[src/rtl/pipe_pkg.sv]
// ----------------------------------------------------------------------------
// pipe_pkg
// Shared definitions for the fetch stage:
//   ADDR_W / INSTR_W   default address and instruction widths
//   RESET_PC           PC value after reset
//   NOP_INSTR          word placed in IF/ID on reset and on flush (sll $0,$0,0)
//   PC_INC             sequential fetch increment
//   fetch_state_t      fetch controller state {IDLE, RUN, HOLD}
//   sat_inc16()        16-bit saturating increment used by the event counters
// ----------------------------------------------------------------------------
package pipe_pkg;

  localparam int          ADDR_W    = 32;
  localparam int          INSTR_W   = 32;
  localparam logic [31:0] RESET_PC  = 32'h0000_0000;
  localparam logic [31:0] NOP_INSTR = 32'h0000_0000;
  localparam logic [31:0] PC_INC    = 32'd4;

  typedef enum logic [1:0] {
    IDLE = 2'b00,
    RUN  = 2'b01,
    HOLD = 2'b10
  } fetch_state_t;

  // Counts stick at all-ones instead of wrapping back to zero.
  function automatic logic [15:0] sat_inc16(input logic [15:0] v);
    return (v == 16'hFFFF) ? v : v + 16'd1;
  endfunction

endpackage

[src/rtl/pipe_reg.sv]
// ----------------------------------------------------------------------------
// pipe_reg
// Width-parameterised pipeline register with asynchronous active-low reset.
//   clk    in   1   clock, rising edge
//   rst_n  in   1   asynchronous active-low reset, loads RST_VAL
//   en     in   1   load d on the next edge
//   clr    in   1   load RST_VAL on the next edge (wins over en)
//   d      in   W   next value
//   q      out  W   registered value
// ----------------------------------------------------------------------------
module pipe_reg #(
  parameter int           W       = 32,
  parameter logic [W-1:0] RST_VAL = {W{1'b0}}
) (
  input  logic         clk,
  input  logic         rst_n,
  input  logic         en,
  input  logic         clr,
  input  logic [W-1:0] d,
  output logic [W-1:0] q
);

  // Storage: clear beats load, otherwise hold.
  always_ff @(posedge clk or negedge rst_n) begin
    if (!rst_n) begin
      q <= RST_VAL;
    end else if (clr) begin
      q <= RST_VAL;
    end else if (en) begin
      q <= d;
    end else begin
      q <= q;
    end
  end

endmodule

[src/rtl/fetch_stage_ctrl.sv]
// ----------------------------------------------------------------------------
// fetch_stage_ctrl
// Owns the PC and the IF/ID pipeline register. Applies hazard-unit stalls
// (hold) and branch flushes (redirect + NOP injection). Instruction memory is
// read combinationally at pc_o; its data is captured into IF/ID.
// Optional build macro: STALL_CNT_EN enables the stall/flush event counters;
// without it stall_cnt_o and flush_cnt_o are constant zero.
// Ports:
//   clk_i          in   1        clock, rising edge
//   rst_i          in   1        asynchronous active-low reset
//   start_i        in   1        1 = PC/IF-ID may update, 0 = everything holds
//   pc_stall_i     in   1        hold PC
//   if_id_stall_i  in   1        hold IF/ID
//   flush_i        in   1        redirect to target_i and squash IF/ID
//   target_i       in   ADDR_W   redirect address (low two bits ignored)
//   instr_i        in   INSTR_W  instruction memory data at pc_o
//   pc_o           out  ADDR_W   current fetch address
//   if_id_pc4_o    out  ADDR_W   PC+4 of the instruction in IF/ID
//   if_id_instr_o  out  INSTR_W  instruction in IF/ID
//   if_id_valid_o  out  1        IF/ID holds a real instruction
//   stall_cnt_o    out  16       edges with pc_stall_i=1 while started
//   flush_cnt_o    out  16       flushes taken while started
// All outputs come straight from registers.
// ----------------------------------------------------------------------------
module fetch_stage_ctrl #(
  parameter int                 ADDR_W    = pipe_pkg::ADDR_W,
  parameter int                 INSTR_W   = pipe_pkg::INSTR_W,
  parameter logic [ADDR_W-1:0]  RESET_PC  = pipe_pkg::RESET_PC,
  parameter logic [INSTR_W-1:0] NOP_INSTR = pipe_pkg::NOP_INSTR
) (
  input  logic               clk_i,
  input  logic               rst_i,
  input  logic               start_i,
  input  logic               pc_stall_i,
  input  logic               if_id_stall_i,
  input  logic               flush_i,
  input  logic [ADDR_W-1:0]  target_i,
  input  logic [INSTR_W-1:0] instr_i,
  output logic [ADDR_W-1:0]  pc_o,
  output logic [ADDR_W-1:0]  if_id_pc4_o,
  output logic [INSTR_W-1:0] if_id_instr_o,
  output logic               if_id_valid_o,
  output logic [15:0]        stall_cnt_o,
  output logic [15:0]        flush_cnt_o
);

  import pipe_pkg::*;

  // IF/ID packed as {valid, pc4, instr}; reset and flush share one value.
  localparam int                IFID_W   = 1 + ADDR_W + INSTR_W;
  localparam logic [IFID_W-1:0] IFID_RST = {1'b0, {ADDR_W{1'b0}}, NOP_INSTR};

  fetch_state_t        state;
  fetch_state_t        state_next;
  logic                go;
  logic                pc_en;
  logic [ADDR_W-1:0]   pc_d;
  logic [ADDR_W-1:0]   pc_q;
  logic [ADDR_W-1:0]   pc_plus4;
  logic [ADDR_W-1:0]   target_al;
  logic                ifid_en;
  logic                ifid_clr;
  logic [IFID_W-1:0]   ifid_d;
  logic [IFID_W-1:0]   ifid_q;

  // Wraps modulo 2^ADDR_W by construction.
  assign pc_plus4  = pc_q + ADDR_W'(PC_INC);
  assign target_al = {target_i[ADDR_W-1:2], 2'b00};

  // Fetch controller state register.
  always_ff @(posedge clk_i or negedge rst_i) begin
    if (!rst_i) begin
      state <= IDLE;
    end else begin
      state <= state_next;
    end
  end

  // Next-state and register-enable decode.
  always_comb begin
    state_next = state;
    go         = 1'b0;
    pc_en      = 1'b0;
    pc_d       = pc_plus4;
    ifid_en    = 1'b0;
    ifid_clr   = 1'b0;
    ifid_d     = {1'b1, pc_plus4, instr_i};

    case (state)
      IDLE: begin
        go = start_i;
        if (start_i) begin
          state_next = RUN;
        end else begin
          state_next = IDLE;
        end
      end
      RUN: begin
        go = start_i;
        if (!start_i) begin
          state_next = IDLE;
        end else if ((pc_stall_i || if_id_stall_i) && !flush_i) begin
          state_next = HOLD;
        end else begin
          state_next = RUN;
        end
      end
      HOLD: begin
        go = start_i;
        if (!start_i) begin
          state_next = IDLE;
        end else if (!pc_stall_i && !if_id_stall_i) begin
          state_next = RUN;
        end else begin
          state_next = HOLD;
        end
      end
      default: begin
        go         = 1'b0;
        state_next = IDLE;
      end
    endcase

    // The IDLE->RUN transition edge already fetches: start_i alone gates updates.
    if (go) begin
      if (flush_i) begin
        pc_en    = 1'b1;
        pc_d     = target_al;
        ifid_clr = 1'b1;
      end else begin
        pc_en   = !pc_stall_i;
        ifid_en = !if_id_stall_i;
      end
    end else begin
      pc_en    = 1'b0;
      ifid_en  = 1'b0;
      ifid_clr = 1'b0;
    end
  end

  pipe_reg #(
    .W       (ADDR_W),
    .RST_VAL (RESET_PC)
  ) u_pc_reg (
    .clk   (clk_i),
    .rst_n (rst_i),
    .en    (pc_en),
    .clr   (1'b0),
    .d     (pc_d),
    .q     (pc_q)
  );

  pipe_reg #(
    .W       (IFID_W),
    .RST_VAL (IFID_RST)
  ) u_if_id_reg (
    .clk   (clk_i),
    .rst_n (rst_i),
    .en    (ifid_en),
    .clr   (ifid_clr),
    .d     (ifid_d),
    .q     (ifid_q)
  );

  assign pc_o          = pc_q;
  assign if_id_valid_o = ifid_q[IFID_W-1];
  assign if_id_pc4_o   = ifid_q[IFID_W-2 -: ADDR_W];
  assign if_id_instr_o = ifid_q[INSTR_W-1:0];

`ifdef STALL_CNT_EN
  logic [15:0] stall_cnt;
  logic [15:0] flush_cnt;

  // Saturating event counters; a flush edge with pc_stall_i=1 counts in both.
  always_ff @(posedge clk_i or negedge rst_i) begin
    if (!rst_i) begin
      stall_cnt <= 16'h0000;
      flush_cnt <= 16'h0000;
    end else begin
      if (start_i && pc_stall_i) begin
        stall_cnt <= sat_inc16(stall_cnt);
      end else begin
        stall_cnt <= stall_cnt;
      end
      if (start_i && flush_i) begin
        flush_cnt <= sat_inc16(flush_cnt);
      end else begin
        flush_cnt <= flush_cnt;
      end
    end
  end

  assign stall_cnt_o = stall_cnt;
  assign flush_cnt_o = flush_cnt;
`else
  assign stall_cnt_o = 16'h0000;
  assign flush_cnt_o = 16'h0000;
`endif

endmodule

[config.mk]
export PLATFORM = sky130hd
export DESIGN_NAME = fetch_stage_ctrl
export DESIGN_NICKNAME = d
export VERILOG_FILES = /design/src/rtl/pipe_pkg.sv /design/src/rtl/pipe_reg.sv /design/src/rtl/fetch_stage_ctrl.sv
export SDC_FILE = /design/constraint.sdc
export NUM_CORES = 1
export LEC_CHECK = 0
export BUFFER_PORTS_ARGS = -buffer_cell sky130_fd_sc_hd__buf_4
export CAP_MARGIN = 20
export CELL_PAD_IN_SITES_DETAIL_PLACEMENT = 0
export CELL_PAD_IN_SITES_GLOBAL_PLACEMENT = 2
export CORE_MARGIN = 1.5
export CORE_UTILIZATION = 30
export CTS_CLUSTER_DIAMETER = 100
export DETAILED_ROUTE_END_ITERATION = 10
export PLACE_DENSITY = 0.91
export SLEW_MARGIN = 30
export SYNTH_ARGS = -nofsm -noshare
export SYNTH_HDL_FRONTEND = slang
export SYNTH_HIERARCHICAL = 1
export SYNTH_SLANG_ARGS = --single-unit
[constraint.sdc]
create_clock -name clk_i -period 2.3 [get_ports clk_i]
set_clock_uncertainty 0.2 [all_clocks]
set_input_delay 0.345 -clock clk_i [delete_from_list [all_inputs] [get_ports clk_i]]
set_output_delay 0.345 -clock clk_i [all_outputs]
set_load 0.05 [all_outputs]
Yosys cells after proc, flatten, opt, wreduce, memory -nomap -nowiden
Cells that the tools add are included. W data, S select, Z words.

Reductions and logical operators: 9. Muxes and demuxes: 17. Eq/ne operators: 2. Add/subtract/negate cells: 1.

Operators with widths (number): $mux W65 (2); $mux W32 (2); $add A32 B3 Y32 const B (1); $mux W1 (8); $mux W2 (4); $pmux W2 S3 (1); $logic_not A1 Y1 (3); $reduce_or A3 Y1 (1); $eq A2 B1 Y1 const B (1); $eq A2 B2 Y1 const B (1); $logic_and A1 B1 Y1 (2); $logic_not A2 Y1 (1); $reduce_bool A2 Y1 (1); $logic_or A1 B1 Y1 (1).

Register bits: 99. Logic and storage cells: 32. Output and inout port bits: 129. Input bits: 70.

Longest topological paths before layout
Gate-level depths: netlist of run 1.

Depth in word-level cells: 6. Mapped depth: 8. Gate-level depth less buffers: 7.

By module
The synthesis of run 1 kept the hierarchy.

By module, submodules not included: pipe_reg (u_if_id_reg) (sequential area each 1626.6 um2, times used 1, area each 2667.6 um2, cells each 209); fetch_stage_ctrl (sequential area each 50.0 um2, times used 1, area each 1542.7 um2, cells each 233); pipe_reg (u_pc_reg) (sequential area each 800.8 um2, times used 1, area each 1323.8 um2, cells each 103).

Least setup slack after synthesis of run 1
OpenSTA, ideal clock, no wires.

Kind: flip-flop to flip-flop. Start: register u_pc_reg.q[2]. End: register u_pc_reg.q[28]. Cell stages (with the launch flop): 9. Required time: 2.027 ns. Clock period less this slack: 2.501 ns. Setup time: 0.073 ns. Arrival time: 2.229 ns. Path buffers: 1. Path slack: -0.201 ns. Path through: dfrtp_1 -> ha_1 -> and2_1 -> buf_2 -> nand3_2 -> or4_4 -> a31oi_1 -> mux2i_1 -> nor2_1.

Cells in the longest elaborated chain, start to end: 3.

Ends and longest elaborated chain: start: declaration (line pipe_reg.sv:20) `output logic [W-1:0] q`; start signal: assignment (line pipe_reg.sv:32) `q <= q;`; $add A32 B3 Y32 * (line fetch_stage_ctrl.sv:67) `assign pc_plus4 = pc_q + ADDR_W'(PC_INC);`; $mux W32 (line fetch_stage_ctrl.sv:126) `if (flush_i) begin`; $mux W32 * (line fetch_stage_ctrl.sv:125) `if (go) begin`; net pc_d[28] (line fetch_stage_ctrl.sv:57) `logic [ADDR_W-1:0] pc_d;`.

The timed path passes the listed nets; every way through them passes the cells marked *. A chain may end at the register's enable or synchronous reset.

Worst setup path in the final report of run 1
Start: register u_pc_reg.q[2]. End: register u_pc_reg.q[30].

The elaborated chain is that of the path after synthesis.

==> key figures, run 1 <==
Cells and area
  – Filler instances: 1823
  – Register Area: 0.00249 mm²
  – Ant. Diodes: 0
  – Share of layout cells above drive strength 1: 33.4%
  – Commonest non-fill, non-tap cell in the layout: buf_4
  – Area Overhead vs Synth: 31.4%
  – Commonest cells after routing, fill and taps aside: 178 x buf_4, 119 x nor2_1, 97 x mux2i_1, 85 x dfrtp_1, 38 x conb_1
  – Final #Nets: 787
  – Multi-input logic area: 0.00267 mm²
  – Final core utilization: 40.3%
  – Final Non-Filler Cells: 950

Placed design
  – Port Buffers: 164
  – Placed cells: 933
  – GP Congestion: 0.770
  – HPWL Detailed: 10800 µm

Route
  – Drt wl/cell: 16.0 µm
  – DR WL met2: 7340 µm
  – Vias per cell: 4.72
  – Drt pass-1 iters: 4
  – Drt drc: 0
  – DR iter-0 viols: 202
  – Met3 wire length: 638 µm
  – Via count: 4482
  – Met1 WL: 7040 µm
  – Post-Route WL: 15200 µm
  – Top layer in use: met4
  – Antenna viol nets, final: 0

Run
  – Max_cap viols: 0

Clock network
  – Num CTS Buffers: 9
  – Clk slew on worst S/H paths: 0.07 ns
  – CTS tree: yes
  – Clock Tree Root: clkbuf_16
  – Worst-case clock buffer depth: 2
  – Clk sinks: 99
  – Clock insertion delay at the later pin of the skew report: 0.34 ns
  – Htree depth: 3

Timing
  – RSZ-0062 raised after global routing: false
  – Final min period: 2.15 ns
  – Fin Setup TNS: 0 ns
  – # setup viols final: 0
  – Crit share post-route: 93.7%
  – Worst slew margin: 62.0%
  – Fin. Hold Viols: 0
  – Achievable Freq: 0.464 GHz
  – Pins over their slew limit: 0
  – Min Hold Slack: 0.0400 ns
  – Worst slew pin tran: 0.570 ns

Synth
  – Number of synthesized flops with an enable pin: 0
  – Area share of the largest cell type after synthesis: 44.8%
  – FF+latch count, synth: 99
  – Sequential fraction of the synthesis area: 44.8%
  – Synth Cell Area: 0.00553 mm²
  – Main synth FF type: dfrtp_1
  – Synth Warn #: 6
  – Synth area leaders: dfrtp_1 45%, mux2i_1 18%, nor2_1 8.1%
  – Synth area leader: dfrtp_1
  – Synth Instances: 545
  – Cell variety after synth: 44
  – Asr flop ratio synth: 100%
  – Syn_area_per_cell: 10.2 µm²

Power and ir drop
  – Leak: 3.61 nW
  – Pwr dens: 638 mW/mm²
  – Max VDD drop: 351 µV

Critical path
  – CP endpoint: u_pc_reg/q[30]$_DFFE_PN0P_
  – Critical Path Start: u_pc_reg/q[2]$_DFFE_PN0P_
  – Slowest CP cell: dfrtp_2
  – Setup crit end kind: flip-flop
  – Register-to-register setup slack: 0.15 ns
  – Worst path arrival time: 2.23 ns
  – WP data required: 2.37 ns
  – CP startpoint kind: flip-flop
  – Worst r2r src: u_pc_reg/q[2]$_DFFE_PN0P_
  – Max FO, Critical Path: 5
  – RR Endpoint: u_pc_reg/q[30]$_DFFE_PN0P_
  – FF-to-FF path depth: 8
  – Worst-path cell chain: ha_1, and2_2, buf_4, and3_2, a31o_2, a31oi_1, mux2i_1, nor2_1
  – CP max stage delay: 0.40 ns
  – WS Path Type: flip-flop to flip-flop

Floorplan
  – Core area: 0.0180 mm²
  – DIE HEIGHT: 139 µm
  – Rows: 49
  – Die area: 0.0193 mm²
  – Die width: 139 µm
  – I/O pin count: 199
  – Initial Util: 30.7%

Global routing
  – GRT Util Overall: 15.7%
  – Pin count of the biggest net entering global routing: 100
  – Initial antenna violation count: 0
  – First-pass GRT wire length: 23900 µm
  – GRT overflow: 0
  – Vias in the first global route: 4289

Status
  – Status: completed

Worst hold path
  – Min-delay worst type: primary input to flip-flop
  – Worst hold path stage count: 3
## area by class of cell
class	count	share of cell area (%)
Multi-Input combinational cell	412	36.8
Clock buffer	14	3.49
Timing Repair Buffer	185	20.2
Tap cell	229	3.94
Inverter	9	0.465
Sequential cell	99	34.3
Clock inverter	2	0.826
## stage by stage
step | cell area (µm²) | setup WS (ns) | total power (W)
final | 7270 | 0.146 | 0.00464
after global routing | 7270 | 0.0491 | 0.00485
after CTS | 7270 | 0.102 | 0.00471
after detailed placement | 6940 | 0.126 | 0.00303
after global placement | 6940 | 0.138 | 0.00302
after floorplan | 5690 | -0.0143 | 0.00271
## routing by layer
metal  track usage, %  vias to the layer above
met1             21.5                     2178
met5                0                        -
met4             4.93                        0
met2             25.0                      113
met3             2.94                        9
li1                 -                     2182
## Yosys cell counts, drive strengths merged (4+ instances only)
library cell / n
and2: 5
o21ai: 6
and3: 6
nand2: 29
nand3: 14
mux2: 12
mux2i: 97
xor2: 4
nand4: 13
or4: 8
and4: 6
xnor2: 7
dfrtp: 99
a31o: 4
nor3: 7
a31oi: 17
o31ai: 9
buf: 51
nor2: 119
clkbuf: 10
inv: 9
## logic make-up after synthesis
group / after synthesis / share of synthesized area [%]
and+or+nand+nor: 214 / 18.8
muxes: 109 / 20.0
DFF: 99 / 44.8
buffers and inverters: 70 / 9.79
AOI/OAI and AO/OA: 39 / 4.59
xor gates and xnor gates: 11 / 1.74
other: 2 / 0.136
adders and majority gates: 1 / 0.226
## flip-flops by register name, summed over array words and instances (netlist names)
signal and cells:
u_if_id_reg/q 65, u_pc_reg/q 32, state 2
## how the worst min path moves through the flow
stage	end	startpoint
3_3_place_gp	u_if_id_reg/q[49]$_DFFE_PN0P_	rst_i
4_1_cts	u_if_id_reg/q[6]$_DFFE_PN0P_	instr_i[6]
6_report	u_if_id_reg/q[4]$_DFFE_PN0P_	instr_i[4]
3_5_place_dp	u_if_id_reg/q[49]$_DFFE_PN0P_	rst_i
2_1_floorplan	state[0]$_DFF_PN0_	rst_i
5_1_grt	u_if_id_reg/q[9]$_DFFE_PN0P_	instr_i[9]
## report_power, final
group          total [W]  switching, W  internal [W]
combinational    0.00109      0.000735      0.000355
sequential       0.00191     0.0000735       0.00183
clock            0.00164      0.000655      0.000987
## timing repair
item	CTS	global route
hold buffers	1	0
resized for setup	0	2
endpoints found under the setup margin	0	3
buffers inserted	0	0
endpoints found under the hold margin	99	0
## worst max-delay path: cells and delay by family, from the launching register on
kind / cells / cell delay, ns
buffers and inverters: 1 / 0.16
AND/OR/NAND/NOR: 3 / 0.60
AO/OA/AOI/OAI: 2 / 0.39
adder cells (fa/ha/maj): 1 / 0.24
flip-flops: 1 / 0.40
multiplexers: 1 / 0.09
No activity file was read; power rests on OpenSTA's default activity.
==> run 2, diff against run 1 <==
==> constraint.sdc (replaced) <==
create_clock -name clk_i -period 2.2 [get_ports clk_i]
set_clock_uncertainty 0.2 [all_clocks]
set_input_delay 0.22 -clock clk_i [delete_from_list [all_inputs] [get_ports clk_i]]
set_output_delay 0.22 -clock clk_i [all_outputs]
set_load 0.05 [all_outputs]
==> run 2 against run 1 <==
- maximum frequency up 2.3%
- clock-buffer cell count down 5
- highest routed layer unchanged
- utilization up 3.0 points
- clock power up 19%
- sequential power up 4%
- die area unchanged
- hold slack worse by 0.0071 ns
- cell count up 4.7%
- sequential share of layout area down 2.2 points
- wire length up 4.7%
==> key figures, run 2 (synthesized netlist as in run 1, its figures left out) <==
Status
  – Status: completed

Global routing
  – First-pass GRT wire length: 25400 µm
  – GRT Util Overall: 16.5%
  – Initial antenna violation count: 0
  – Vias in the first global route: 4614
  – GRT overflow: 0
  – Pin count of the biggest net entering global routing: 40

Placed design
  – Port Buffers: 164
  – GP Congestion: 0.799
  – Placed instance area: 0.00705 mm²
  – HPWL Detailed: 11300 µm
  – Placed cells: 942

Cells and area
  – Share of layout cells above drive strength 1: 35.0%
  – Ant. Diodes: 0
  – Final Non-Filler Cells: 995
  – Commonest cells after routing, fill and taps aside: 188 x buf_4, 119 x nor2_1, 97 x mux2i_1, 77 x dfrtp_1, 38 x conb_1
  – Area Overhead vs Synth: 41.0%
  – Commonest non-fill, non-tap cell in the layout: buf_4
  – Design area: 0.00780 mm²
  – Max FFs per register: 65
  – Leading registers by flop count: u_if_id_reg/q x65, u_pc_reg/q x32, state x2
  – Largest Register: u_if_id_reg/q
  – Final #Nets: 832

Floorplan
  – Die area: 0.0193 mm²
  – Rows: 49
  – Core area: 0.0180 mm²
  – Initial Util: 30.7%
  – DIE HEIGHT: 139 µm
  – I/O pin count: 199
  – Die width: 139 µm

Clock network
  – Htree depth: 3
  – CTS tree: yes
  – Worst-case clock buffer depth: 2
  – Num CTS Buffers: 9
  – Clock Tree Root: clkbuf_16
  – Clk slew on worst S/H paths: 0.07 ns
  – Clock insertion delay at the later pin of the skew report: 0.35 ns
  – Clk sinks: 99

Route
  – DR iter-0 viols: 209
  – Post-Route WL: 15900 µm
  – Vias per cell: 4.67
  – Via count: 4650
  – Drt wl/cell: 16.0 µm
  – Antenna viol nets, final: 0
  – Drt pass-1 iters: 4
  – Drt drc: 0

Critical path
  – WP data required: 2.28 ns
  – Worst r2r src: u_pc_reg/q[2]$_DFFE_PN0P_
  – Setup crit end kind: flip-flop
  – Max FO, Critical Path: 5
  – CP startpoint kind: flip-flop
  – Worst path arrival time: 2.18 ns
  – Critical Path Start: u_pc_reg/q[2]$_DFFE_PN0P_
  – WS Path Type: flip-flop to flip-flop

Timing
  – Achievable Freq: 0.475 GHz
  – Final min period: 2.11 ns
  – Crit share post-route: 95.7%
  – Worst slew margin: 64.7%
  – RSZ-0062 raised after global routing: false
  – Worst slew pin tran: 0.529 ns
  – Pins over their slew limit: 0
  – Fin. Hold Viols: 0
  – # setup viols final: 0

Power and ir drop
  – Leak: 3.83 nW
  – Pwr dens: 662 mW/mm²
  – Max VDD drop: 434 µV
  – Total Power: 0.00516 W

Worst hold path
  – Worst Hold Launch: pc_stall_i
  – Min-delay worst type: primary input to flip-flop

Run
  – Max_cap viols: 0
-- run 2: cell count changes in the layout (fill, tap and decap cells not counted), sizes merged --
cell,before,now
dlygate4sd3,1,35
buf,184,195
clkbuf,14,9
clkinvlp,0,2
bufinv,2,4
clkinv,0,1
-- run 2: worst max-delay path: stages, from the launching register on --
cell and delay, ns:
dfrtp_2 0.45, ha_4 0.17, and2_2 0.25, buf_4 0.17
and3_2 0.22, a31o_2 0.25, a31oi_1 0.13, mux2i_1 0.09
nor2_1 0.10
-- run 2: what timing repair did --
item                       in CTS  in global routing
setup endpoints to repair       0                  9
setup buffers                   0                  2
resized for setup               0                  6
hold buffers                   35                  0
hold endpoints to repair       67                  0
-- run 2: final cells by class --
cell class,count,area (µm²)
repair buffers,230,1900
multi-input cells,412,2710
inverters,9,33.8
well taps,229,287
flip-flops and latches,99,2500
clock buffers,9,225
fillers,1775,10200
clock inverters,7,140
-- run 2: report_power, final --
part,total (W),internal [W],switching (W)
logic,0.00121,0.000425,0.000790
registers,0.00199,0.00192,0.0000768
clock network,0.00195,0.00123,0.000730
total,0.00516,0.00357,0.00160
-- run 2: path summary, 6_finish.rpt --
check / to / slack, ns / cells after the start
max: u_pc_reg/q[30]$_DFFE_PN0P_ / 0.09 / 8
min reg2reg: u_if_id_reg/q[28]$_DFFE_PN0P_ / 0.33 / 2
max in group asynchronous: u_pc_reg/q[3]$_DFFE_PN0P_ / 0.98 / 3
min in group asynchronous: u_pc_reg/q[15]$_DFFE_PN0P_ / 0.19 / 2
min: state[1]$_DFF_PN0_ / 0.03 / 3
max reg2reg: u_pc_reg/q[30]$_DFFE_PN0P_ / 0.09 / 8
-- run 2: through the flow --
step           utilization (%)  setup TNS [ns]  setup slack (ns)  hold WS (ns)
3_3_place_gp              39.1               0            0.0705        0.0339
2_1_floorplan                -        -0.00646          -0.00646        -0.276
5_1_grt                   43.3               0           0.00227        0.0411
4_1_cts                   43.1               0            0.0354        0.0168
6_report                  43.3               0            0.0950        0.0329
3_5_place_dp              39.1               0            0.0509        0.0363
-- run 2: metal layers --
layer	GRT usage [%]	up-vias	wire length (µm)
li1	-	2256	-
met1	22.6	2246	7240
met2	26.3	131	7600
met3	3.07	17	802
met4	5.81	0	267
met5	0	-	0
